--- config.mk ---
export PLATFORM = sky130hd
export DESIGN_NAME = mem_port_arbiter
export DESIGN_NICKNAME = d
export VERILOG_FILES = /design/src/rtl/mem_port_arbiter.sv
export SDC_FILE = /design/constraint.sdc
export NUM_CORES = 1
export LEC_CHECK = 0
export ABC_CLOCK_PERIOD_IN_PS = 2300
export BUFFER_PORTS_ARGS = -buffer_cell sky130_fd_sc_hd__buf_4
export CAP_MARGIN = 0
export CORE_UTILIZATION = 26
export DETAILED_ROUTE_END_ITERATION = 16
export PLACE_DENSITY = 0.55
export SYNTH_ARGS = -nofsm -noshare
export SYNTH_HDL_FRONTEND = slang
export SYNTH_SLANG_ARGS = --single-unit
--- constraint.sdc ---
create_clock -name clk -period 2.3 [get_ports clk]
set_clock_uncertainty 0.05 [all_clocks]
set_input_delay 0 -clock clk [delete_from_list [all_inputs] [get_ports clk]]
set_output_delay 0 -clock clk [all_outputs]
set_load 0.005 [all_outputs]
--- src/rtl/mem_port_arbiter.sv ---
// Arbitrates one single-ported memory bus between the instruction-fetch and data requesters.
// Each transaction runs grant -> hold -> ack -> recover. Data wins by default, but a fetch
// that keeps waiting gets the bus after STARVE_LIMIT data grants. TIMEOUT bounds the wait for m_ack.
module mem_port_arbiter #(
  parameter int AW           = 32,
  parameter int DW           = 32,
  parameter int STARVE_LIMIT = 4,
  parameter int TIMEOUT      = 255
) (
  input  logic            clk,
  input  logic            rst,
  input  logic            flush,
  input  logic            if_req,
  input  logic [AW-1:0]   if_addr,
  output logic [DW-1:0]   if_rdata,
  output logic            if_ack,
  input  logic            d_req,
  input  logic            d_we,
  input  logic [DW/8-1:0] d_sel,
  input  logic [AW-1:0]   d_addr,
  input  logic [DW-1:0]   d_wdata,
  output logic [DW-1:0]   d_rdata,
  output logic            d_ack,
  output logic            m_req,
  output logic            m_we,
  output logic [DW/8-1:0] m_sel,
  output logic [AW-1:0]   m_addr,
  output logic [DW-1:0]   m_wdata,
  input  logic [DW-1:0]   m_rdata,
  input  logic            m_ack,
  output logic            stallreq_if,
  output logic            stallreq_mem,
  output logic            bus_err,
  output logic [2:0]      state_dbg
);

  typedef enum logic [2:0] {IDLE, GNT_I, GNT_D, DROP, RESP} state_t;

  localparam int SW = (STARVE_LIMIT > 0) ? $clog2(STARVE_LIMIT + 1) : 1;
  localparam int WW = (TIMEOUT > 0) ? $clog2(TIMEOUT + 1) : 1;
  localparam logic [SW-1:0] STARVE_MAX = SW'(STARVE_LIMIT);
  localparam logic [WW-1:0] WAIT_MAX   = WW'(TIMEOUT);
  localparam bit            TMO_EN     = (TIMEOUT != 0);

  state_t            state, state_d;
  logic              m_req_d, m_we_d, if_ack_d, d_ack_d, bus_err_d;
  logic [DW/8-1:0]   m_sel_d;
  logic [AW-1:0]     m_addr_d;
  logic [DW-1:0]     m_wdata_d, rdata_q, rdata_d;
  logic [SW-1:0]     starve_cnt, starve_d;
  logic [WW-1:0]     wait_cnt, wait_d;
  logic              grant_i, grant_d, timeout_hit;

  // Handshake: a requester raises *_req with its fields stable and holds it until it sees
  // its one-cycle *_ack; on the memory side m_req/m_* stay stable until m_ack (or timeout).
  assign timeout_hit  = TMO_EN && (wait_cnt == WAIT_MAX) && !m_ack;
  assign stallreq_if  = if_req & ~if_ack;
  assign stallreq_mem = d_req & ~d_ack;
  assign if_rdata     = rdata_q;
  assign d_rdata      = rdata_q;
  assign state_dbg    = state;

  always_comb begin
    state_d   = state;
    m_req_d   = m_req;
    m_we_d    = m_we;
    m_sel_d   = m_sel;
    m_addr_d  = m_addr;
    m_wdata_d = m_wdata;
    rdata_d   = rdata_q;
    if_ack_d  = 1'b0;
    d_ack_d   = 1'b0;
    bus_err_d = 1'b0;
    wait_d    = wait_cnt;
    grant_i   = 1'b0;
    grant_d   = 1'b0;
    case (state)
      IDLE: begin
        wait_d = '0;
        if (d_req && (starve_cnt < STARVE_MAX || !if_req)) begin
          state_d   = GNT_D;
          grant_d   = 1'b1;
          m_req_d   = 1'b1;
          m_we_d    = d_we;
          m_sel_d   = d_sel;
          m_addr_d  = d_addr;
          m_wdata_d = d_wdata;
        end else if (if_req && !flush) begin
          state_d   = GNT_I;
          grant_i   = 1'b1;
          m_req_d   = 1'b1;
          m_we_d    = 1'b0;
          m_sel_d   = '1;
          m_addr_d  = if_addr;
          m_wdata_d = '0;
        end
      end
      GNT_I, GNT_D, DROP: begin
        if (wait_cnt != '1) wait_d = wait_cnt + 1'b1;
        if (m_ack || timeout_hit) begin
          m_req_d   = 1'b0;
          bus_err_d = timeout_hit;
          // A flush racing the completion still discards the fetched word.
          if (state == DROP || (state == GNT_I && flush)) begin
            state_d = IDLE;
          end else begin
            state_d  = RESP;
            rdata_d  = m_ack ? m_rdata : '0;
            if_ack_d = (state == GNT_I);
            d_ack_d  = (state == GNT_D);
          end
        end else if (state == GNT_I && flush) begin
          state_d = DROP;
        end
      end
      RESP:    state_d = IDLE;
      default: state_d = IDLE;
    endcase
  end

  // Counts data grants taken while a fetch is waiting; a fetch grant or an idle fetch port clears it.
  always_comb begin
    starve_d = starve_cnt;
    if (!if_req || grant_i) starve_d = '0;
    else if (grant_d && starve_cnt != STARVE_MAX) starve_d = starve_cnt + 1'b1;
  end

  always_ff @(posedge clk or negedge rst) begin
    if (!rst) begin
      state      <= IDLE;
      m_req      <= 1'b0;
      m_we       <= 1'b0;
      m_sel      <= '0;
      m_addr     <= '0;
      m_wdata    <= '0;
      rdata_q    <= '0;
      if_ack     <= 1'b0;
      d_ack      <= 1'b0;
      bus_err    <= 1'b0;
      starve_cnt <= '0;
      wait_cnt   <= '0;
    end else begin
      state      <= state_d;
      m_req      <= m_req_d;
      m_we       <= m_we_d;
      m_sel      <= m_sel_d;
      m_addr     <= m_addr_d;
      m_wdata    <= m_wdata_d;
      rdata_q    <= rdata_d;
      if_ack     <= if_ack_d;
      d_ack      <= d_ack_d;
      bus_err    <= bus_err_d;
      starve_cnt <= starve_d;
      wait_cnt   <= wait_d;
    end
  end

endmodule

==> results of run 1 <==
[power by group through the flow]
stage | registers (mW) | clock network, mW | logic (mW)
floorplan | 3.60 | 0 | 1.85
detailed placement | 3.68 | 0 | 3.84
global placement | 3.66 | 0 | 3.78
global route | 3.78 | 3.00 | 4.36
CTS | 3.67 | 2.90 | 4.05
finish | 3.67 | 2.82 | 4.02
[synth_stat cells (all sizes together), types with 2 or more instances]
master  number
dfrtp      119
a22o        66
buf         55
nand2       40
o21ai       35
mux2i       32
nor2         9
a21oi        8
clkbuf       8
inv          5
nand3        5
a31oi        4
nor2b        4
o22a         4
and2         3
ha           3
nor3         3
nor4         3
o41ai        2
[registers in the layout (all words and copies together), names as in the netlist]
name        count
m_we            1
m_sel           4
starve_cnt      3
if_ack          1
wait_cnt        8
m_addr         32
d_rdata        32
state_dbg       3
m_wdata        32
d_ack           1
m_req           1
bus_err         1
[logic make-up (layout without fill, tap and decap cells)]
kind of cell | count (synthesis) | in the layout | synth area share [%]
mux | 33 | 33 | 6.53
flops | 119 | 119 | 58.6
xor+xnor | 1 | 1 | 0.173
simple gates | 73 | 73 | 7.02
fa+ha+maj | 3 | 3 | 0.739
buf+inv | 68 | 462 | 8.33
compound gates | 127 | 127 | 18.6
[critical path, stage by stage (launching register included)]
cell           delay (ns)
dfrtp_1              0.42
a21boi_4             0.31
buf_12               0.27
mux2i_1              0.24
dlygate4sd3_1        0.58
o21ai_0              0.08
[through the flow]
step | setup WS (ns) | cell area, µm²
2_1_floorplan | 0.449 | 5080
3_3_place_gp | 0.473 | 7230
3_5_place_dp | 0.410 | 7230
4_1_cts | 0.179 | 9240
5_1_grt | 0.0353 | 9240
6_report | 0.169 | 9240
[worst paths after layout]
kind / from / to / slack [ns] / cells past startpoint
max in group asynchronous: rst / state_dbg[1] / 1.42 / 3
min in group clk: d_req / m_req / 0.13 / 4
worst max register to register: starve_cnt[2] / m_addr[5] / 0.17 / 5
worst max-delay path: starve_cnt[2] / m_addr[5] / 0.17 / 5
worst min register to register: m_addr[24] / m_addr[24] / 0.43 / 2
worst min-delay path: rst / m_we / 0.07 / 2
[per-layer routing]
layer,GRT usage (%),part of all wire (%),wire [µm]
met2,28.3,52,8420
met5,0,0,0
met4,6.23,1.8,284
met1,17.6,39,6280
met3,3.81,6.6,1060
[final cells by class]
cell class | count | share of cell area, %
Clock buffer | 18 | 4.75
Clock inverter | 14 | 2.14
Multi-Input combinational cell | 237 | 18.4
Sequential cell | 119 | 32.2
Tap cell | 260 | 3.52
Timing Repair Buffer | 425 | 38.8
Inverter | 5 | 0.203
[timing repair]
item / CTS / global route
hold buffers: 137 / 0
resized for setup: 0 / 0
endpoints found under the hold margin: 159 / 0
==> reports/metrics.cfg, run 1 <==
[route]
drc=0
viasPerCell=4.46
postRouteAntennaNets=0
drtIter0Drc=190
firstDrtPassIters=5
routedWlPerCell_um=14.9
wl_um=16000
vias=4809

[sta]
worst_slew_pin_slew_ns=0.581
fin_hold_ws_ns=0.0663
rsz0062_at_grt=no
period_minus_slack_ns=2.13
relSlewSlack_pct=61.3
hold_violations=0
setup_tns_ns=0
setup_viol=0
fmax_mhz=469
report.final.slew_viol_count=0
post-route-period-util_pct=92.7

[clocking]
post-cts-setup-buffers=0
numClockSinks=119
clk_path_buf_depth=2
cts_tree=done
root_buffer=clkbuf_16
clk_latency_ns=0.41
cts_max_level=4
clk_pin_slew_ns=0.06
cts_inserted_buffers=17

[yosys]
synth_flop_cell=dfrtp_1
yosysSeqAreaShare_pct=58.6
syn-num-nets=566
synth-edff-count=0
ys_ff_latch=119
yosys_warnings=0
postSynthAreaPerCell_um2=12.0
synth.distinct_cells=42
synth_top_area_share_pct=58.6
synth.largest_area_cell=dfrtp_1
yosys-top-cells-area=dfrtp_1 (59%), a22o_1 (11%), mux2i_1 (6.3%), buf_4 (4.7%), o21ai_0 (3.1%)
async_flop_share_pct=100
syn-cell-area_um2=5080
syn_inst=424

[power_and_ir_drop]
p_leak_nw=4.57
internal_power_mw=7.27
p_per_area_nw_per_um2=1140
total_power_mw=10.5
combPwrFrac_pct=38.2
ir_worst_vdd_mv=0.541
p_sw_share_pct=30.9
seq_power_share_pct=34.9
p_sw_mw=3.25
pwr-share-clk_pct=26.9

[grt]
grt_first_pass_wirelength_um=24400
grt_max_degree=98
grt_usage_pct=15.6
grt_overflow=0
antenna_found_initial=0
grt_pass1_vias=4943

[die]
rows=50
initial_core_util_pct=26.9
die_width_um=142
die_area_um2=20100
io_pins=281
core_um2=18900
die_h_um=142

[final_layout]
diodes=0
multi_input_area_um2=1700
areaGrowthSynthToFinish_pct=82.0
layout_commonest_cell=buf_4
nNetsFinal=947
fin_util_pct=48.9
final_layout_size_suffix_gt1_share_pct=40.0
layout.cells.non_filler=1078
seq_area_um2=2980
final_cell_mix=buf_4 (284), dlygate4sd3_1 (137), dfrtp_1 (119)
fillers=1679

[run]
cap_violations=0

[worst_setup_path]
worst_setup_path_start_kind=register
cp.required_ns=2.52
critical_path_arrival_ns=2.35
crit_type=register to register
crit_path_end_kind=register
cp_max_fo=32

[placement]
dpl.cell_count=909
io_buffers=280
dp_hpwl_um=10500
place.gp.congestion=0.826

[min_path]
hp-class=primary input to asynchronous set/reset pin

[run_status]
outcome=finished, final reports clean

Note: power is estimated with default switching activity, not from simulation.
==> run 2: changes to the inputs <==
--- a/config.mk
+++ b/config.mk
@@ -11,6 +11,8 @@
 export CORE_UTILIZATION = 26
 export DETAILED_ROUTE_END_ITERATION = 16
 export PLACE_DENSITY = 0.55
+export SETUP_SLACK_MARGIN = 0.3
+export SLEW_MARGIN = 40
 export SYNTH_ARGS = -nofsm -noshare
 export SYNTH_HDL_FRONTEND = slang
 export SYNTH_SLANG_ARGS = --single-unit
==> run 2 against run 1 <==
Compared with the run above:
- global-route usage increased by 0.12 points
- sequential power is essentially flat
- count of clock-buffer cells in the layout stayed put
- final cell count is the same
- cell area hardly changed
- sequential share of layout area about the same
- critical path type unchanged
- critical endpoint is now wait_cnt[5]
- largest cell class unchanged
- largest power group unchanged
==> reports/metrics.cfg, run 2 (synthesized netlist as in run 1, its figures left out) <==
[route]
firstDrtPassIters=4
drc=0
routedWlPerCell_um=15.0
drtIter0Drc=202
vias=4761
postRouteAntennaNets=0
viasPerCell=4.42
wl_um=16100

[sta]
setup_viol=0
post-route-period-util_pct=82.9
rsz0062_at_grt=no
hold_violations=0
period_minus_slack_ns=1.91
report.final.slew_viol_count=0
setup_ws_ns=0.393
fmax_mhz=524
relSlewSlack_pct=61.1
setup_tns_ns=0
worst_slew_pin_slew_ns=0.584

[clocking]
clk_path_buf_depth=2
cts_tree=done
post-cts-setup-buffers=0
cts_max_level=4
root_buffer=clkbuf_16
clk_pin_slew_ns=0.06
numClockSinks=119
clk_latency_ns=0.41
cts_inserted_buffers=17

[die]
rows=50
die_area_um2=20100
io_pins=281
die_width_um=142
core_um2=18900
die_h_um=142
initial_core_util_pct=26.9

[placement]
dp_hpwl_um=10500
io_buffers=280
place.gp.congestion=0.826
place_ws_ns=0.410
dpl.cell_count=909

[final_layout]
nNetsFinal=947
layout_commonest_cell=buf_4
layout.cells.non_filler=1078
final_cell_mix=buf_4 (284), dlygate4sd3_1 (137), dfrtp_1 (118)
areaGrowthSynthToFinish_pct=82.0
final_layout_size_suffix_gt1_share_pct=40.1
fin_util_pct=48.9
diodes=0
fillers=1670

[grt]
grt_pass1_vias=4941
grt_first_pass_wirelength_um=24600
grt_usage_pct=15.8
grt_overflow=0
grt_max_degree=98
antenna_found_initial=0

[worst_setup_path]
crit_type=register to register
crit_path_end_kind=register
critical_path_arrival_ns=2.19
worst_setup_path_start_kind=register
cp.required_ns=2.58
cp_max_fo=9

[power_and_ir_drop]
p_leak_nw=4.57
p_per_area_nw_per_um2=1140
ir_worst_vdd_mv=0.541
total_power_mw=10.5

[min_path]
hp-class=primary input to asynchronous set/reset pin

[run_status]
outcome=finished, final reports clean

[run]
cap_violations=0

==> run 2: cell counts in the layout (fill, tap and decap cells not counted) <==
No cell type changed its count.
==> run 2: layout make-up <==
cell class / count / area (µm²) / area share [%]
Inverter: 5 / 18.8 / 0.203
Timing Repair Buffer: 425 / 3580 / 38.8
Sequential cell: 119 / 2980 / 32.2
Tap cell: 260 / 325 / 3.52
Multi-Input combinational cell: 237 / 1700 / 18.4
Clock inverter: 14 / 198 / 2.14
Clock buffer: 18 / 439 / 4.75
==> run 2: metrics by stage <==
| step | area, µm² | hold WS (ns) |
|---|---|---|
| after detailed placement | 7230 | -0.0122 |
| after global routing | 9240 | 0.107 |
| final | 9240 | 0.0697 |
| after CTS | 9240 | 0.0804 |
| after floorplan | 5080 | -0.346 |
| after global placement | 7230 | -0.0252 |
==> run 2: final timing paths <==
check	to	slack (ns)	cells after the start	start
min in group clk	m_req	0.13	4	d_req
max in group asynchronous	state_dbg[2]	1.40	3	rst
worst max-delay path	wait_cnt[5]	0.39	5	wait_cnt[0]
worst min-delay path	m_we	0.07	2	rst
worst max register to register	wait_cnt[5]	0.39	5	wait_cnt[0]
worst min register to register	m_addr[24]	0.43	2	m_addr[24]
==> run 2: power breakdown <==
part | internal (mW) | switching [mW] | total, mW
registers | 2.99 | 0.681 | 3.67
logic | 2.41 | 1.59 | 4.00
clock network | 1.85 | 0.967 | 2.82
total | 7.25 | 3.24 | 10.5
==> run 2: per-layer routing <==
metal	global-route usage [%]	routed length, µm
met2	28.5	8420
met1	17.7	6370
met3	3.98	1090
met5	0	0
met4	6.23	262
==> run 2: critical path, cell delays in order (launching register included) <==
cell and delay [ns]:
dfrtp_1 0.40, ha_1 0.22, and2_1 0.25, and3_4 0.25, or4b_1 0.47, a21oi_1 0.18
==> run 2: what timing repair did <==
item,CTS,global route
hold buffers,137,0
gates resized for setup,0,1
setup endpoints to repair,0,26
endpoints found under the hold margin,159,0
==> run 3: changes to the inputs <==
--- a/config.mk
+++ b/config.mk
@@ -5,7 +5,7 @@
 export SDC_FILE = /design/constraint.sdc
 export NUM_CORES = 1
 export LEC_CHECK = 0
-export ABC_CLOCK_PERIOD_IN_PS = 2300
+export ABC_CLOCK_PERIOD_IN_PS = 1900
 export BUFFER_PORTS_ARGS = -buffer_cell sky130_fd_sc_hd__buf_4
 export CAP_MARGIN = 0
 export CORE_UTILIZATION = 26
==> constraint.sdc (replaced) <==
create_clock -name clk -period 1.9 [get_ports clk]
set_clock_uncertainty 0.05 [all_clocks]
set_input_delay 0 -clock clk [delete_from_list [all_inputs] [get_ports clk]]
set_output_delay 0 -clock clk [all_outputs]
set_load 0.005 [all_outputs]
==> run 3 against run 2 <==
Compared with the run above:
- first-iteration DRC count shrank 6.4%
- total power grew 28%
- core utilization grew 2.5 points
- critical endpoint unchanged
==> reports/metrics.cfg, run 3 (synthesized netlist as in run 1, its figures left out) <==
[worst_setup_path]
crit_type=register to register
worst-r2r-setup-slack_ns=0.23
cp_max_fo=6
worst_setup_path_start_kind=register
crit_slowest_cell=or4b_4
r2r-end=wait_cnt[5]
crit_path_max_incr_delay_ns=0.48
reg2reg_from=wait_cnt[5]
crit_path_end_kind=register
reg2reg_depth=4
critical_path_arrival_ns=1.95
crit_chain=and4_2 > and3_4 > or4b_4 > a21oi_2
cp.required_ns=2.18

[clocking]
clk_path_buf_depth=2
numClockSinks=119
cts_max_level=4
cts_inserted_buffers=17
cts_tree=done
clk_pin_slew_ns=0.06
clk_latency_ns=0.40
root_buffer=clkbuf_16

[power_and_ir_drop]
p_leak_nw=4.79
ir_worst_vdd_mv=0.735
p_per_area_nw_per_um2=1390

[final_layout]
layout_commonest_cell=buf_4
seq_area_um2=2980
final_cell_mix=buf_4 (294), dlygate4sd3_1 (137), dfrtp_1 (115)
areaGrowthSynthToFinish_pct=91.5
nNetsFinal=974
multi_input_area_um2=1780
final_layout_size_suffix_gt1_share_pct=44.3
fillers=1609
diodes=0

[sta]
fmax_mhz=597
post-route-period-util_pct=88.1
report.final.slew_viol_count=0
setup_tns_ns=0
setup_viol=0
fin_hold_ws_ns=0.176
hold_violations=0
worst_slew_pin_slew_ns=0.675
rsz0062_at_grt=yes
period_minus_slack_ns=1.67
relSlewSlack_pct=55.0

[route]
wl_met3_um=1180
wl_met2_um=9320
postRouteAntennaNets=0
drtIter0Drc=189
top_layer_used=met4
wl_um=18000
viasPerCell=4.48
drc=0
met1_length_um=7210
routedWlPerCell_um=16.3
vias=4945
firstDrtPassIters=6

[grt]
grt_pass1_vias=4972
grt_usage_pct=16.2
antenna_found_initial=0
grt_first_pass_wirelength_um=25400
grt_max_degree=120
grt_overflow=0

[run_status]
outcome=finished, final reports clean

[placement]
place.gp.congestion=0.801
dp_hpwl_um=10500
io_buffers=280

[die]
core_um2=18900
io_pins=281
rows=50
die_width_um=142
die_h_um=142
initial_core_util_pct=26.9
die_area_um2=20100

[run]
cap_violations=0

[min_path]
hp-class=primary input to asynchronous set/reset pin

-- run 3: final cells by class --
cell class                 instances  share of cell area, %
timing repair buffer             452                   41.2
sequential                       119                   30.7
multi-input combinational        237                   18.3
clock buffer                      18                   4.52
tap                              260                   3.35
clock inverter                    14                   1.79
inverter                           5                  0.193
-- run 3: critical path: cells and delay by family (launching register included) --
| family | cells | cell delay, ns |
|---|---|---|
| AO/OA/AOI/OAI | 1 | 0.12 |
| flip-flops | 1 | 0.45 |
| AND/OR/NAND/NOR | 3 | 0.97 |
-- run 3: worst max path at each step --
stage,startpoint,end,depth (start not counted),slack (ns)
2_1_floorplan,wait_cnt[1],wait_cnt[5],7,0.10
3_3_place_gp,wait_cnt[1],wait_cnt[5],5,0.22
3_5_place_dp,wait_cnt[1],wait_cnt[5],5,0.20
4_1_cts,wait_cnt[1],wait_cnt[5],5,0.22
5_1_grt,state_dbg[1],starve_cnt[1],6,0.19
6_report,wait_cnt[5],wait_cnt[5],4,0.23
-- run 3: what timing repair did --
action / in CTS / in global routing
pin swaps: 1 / 12
cloned: 1 / 11
hold buffers: 137 / 0
setup endpoints to repair: 36 / 103
gates resized for setup: 1 / 27
buffers inserted: 4 / 10
hold endpoints to repair: 229 / 0
-- run 3: metal layers --
layer  up-vias  global-route usage, %
li1       2324                      -
met1      2385                   18.0
met2       215                   29.3
met3        21                   4.93
met4         0                   5.60
met5         -                      0
-- run 3: stage by stage --
stage | worst slack [ns] | total power [mW] | cells | instance area (µm²) | utilization [%]
3_5_place_dp | 0.204 | 9.25 | 910 | 7270 | 38.5
5_1_grt | 0.191 | 14.3 | 1105 | 9720 | 51.5
4_1_cts | 0.223 | 12.9 | 1084 | 9320 | 49.3
3_3_place_gp | 0.218 | 9.12 | 910 | 7270 | 38.5
6_report | 0.225 | 13.5 | 1105 | 9720 | 51.5
2_1_floorplan | 0.101 | 6.63 | 424 | 5100 | -
-- run 3: power breakdown --
group	internal, mW	switching, mW	leakage [nW]	total [mW]
Combinational	3.48	2.29	3.01	5.77
Sequential	3.62	0.784	1.49	4.41
Clock	2.11	1.20	0.301	3.31
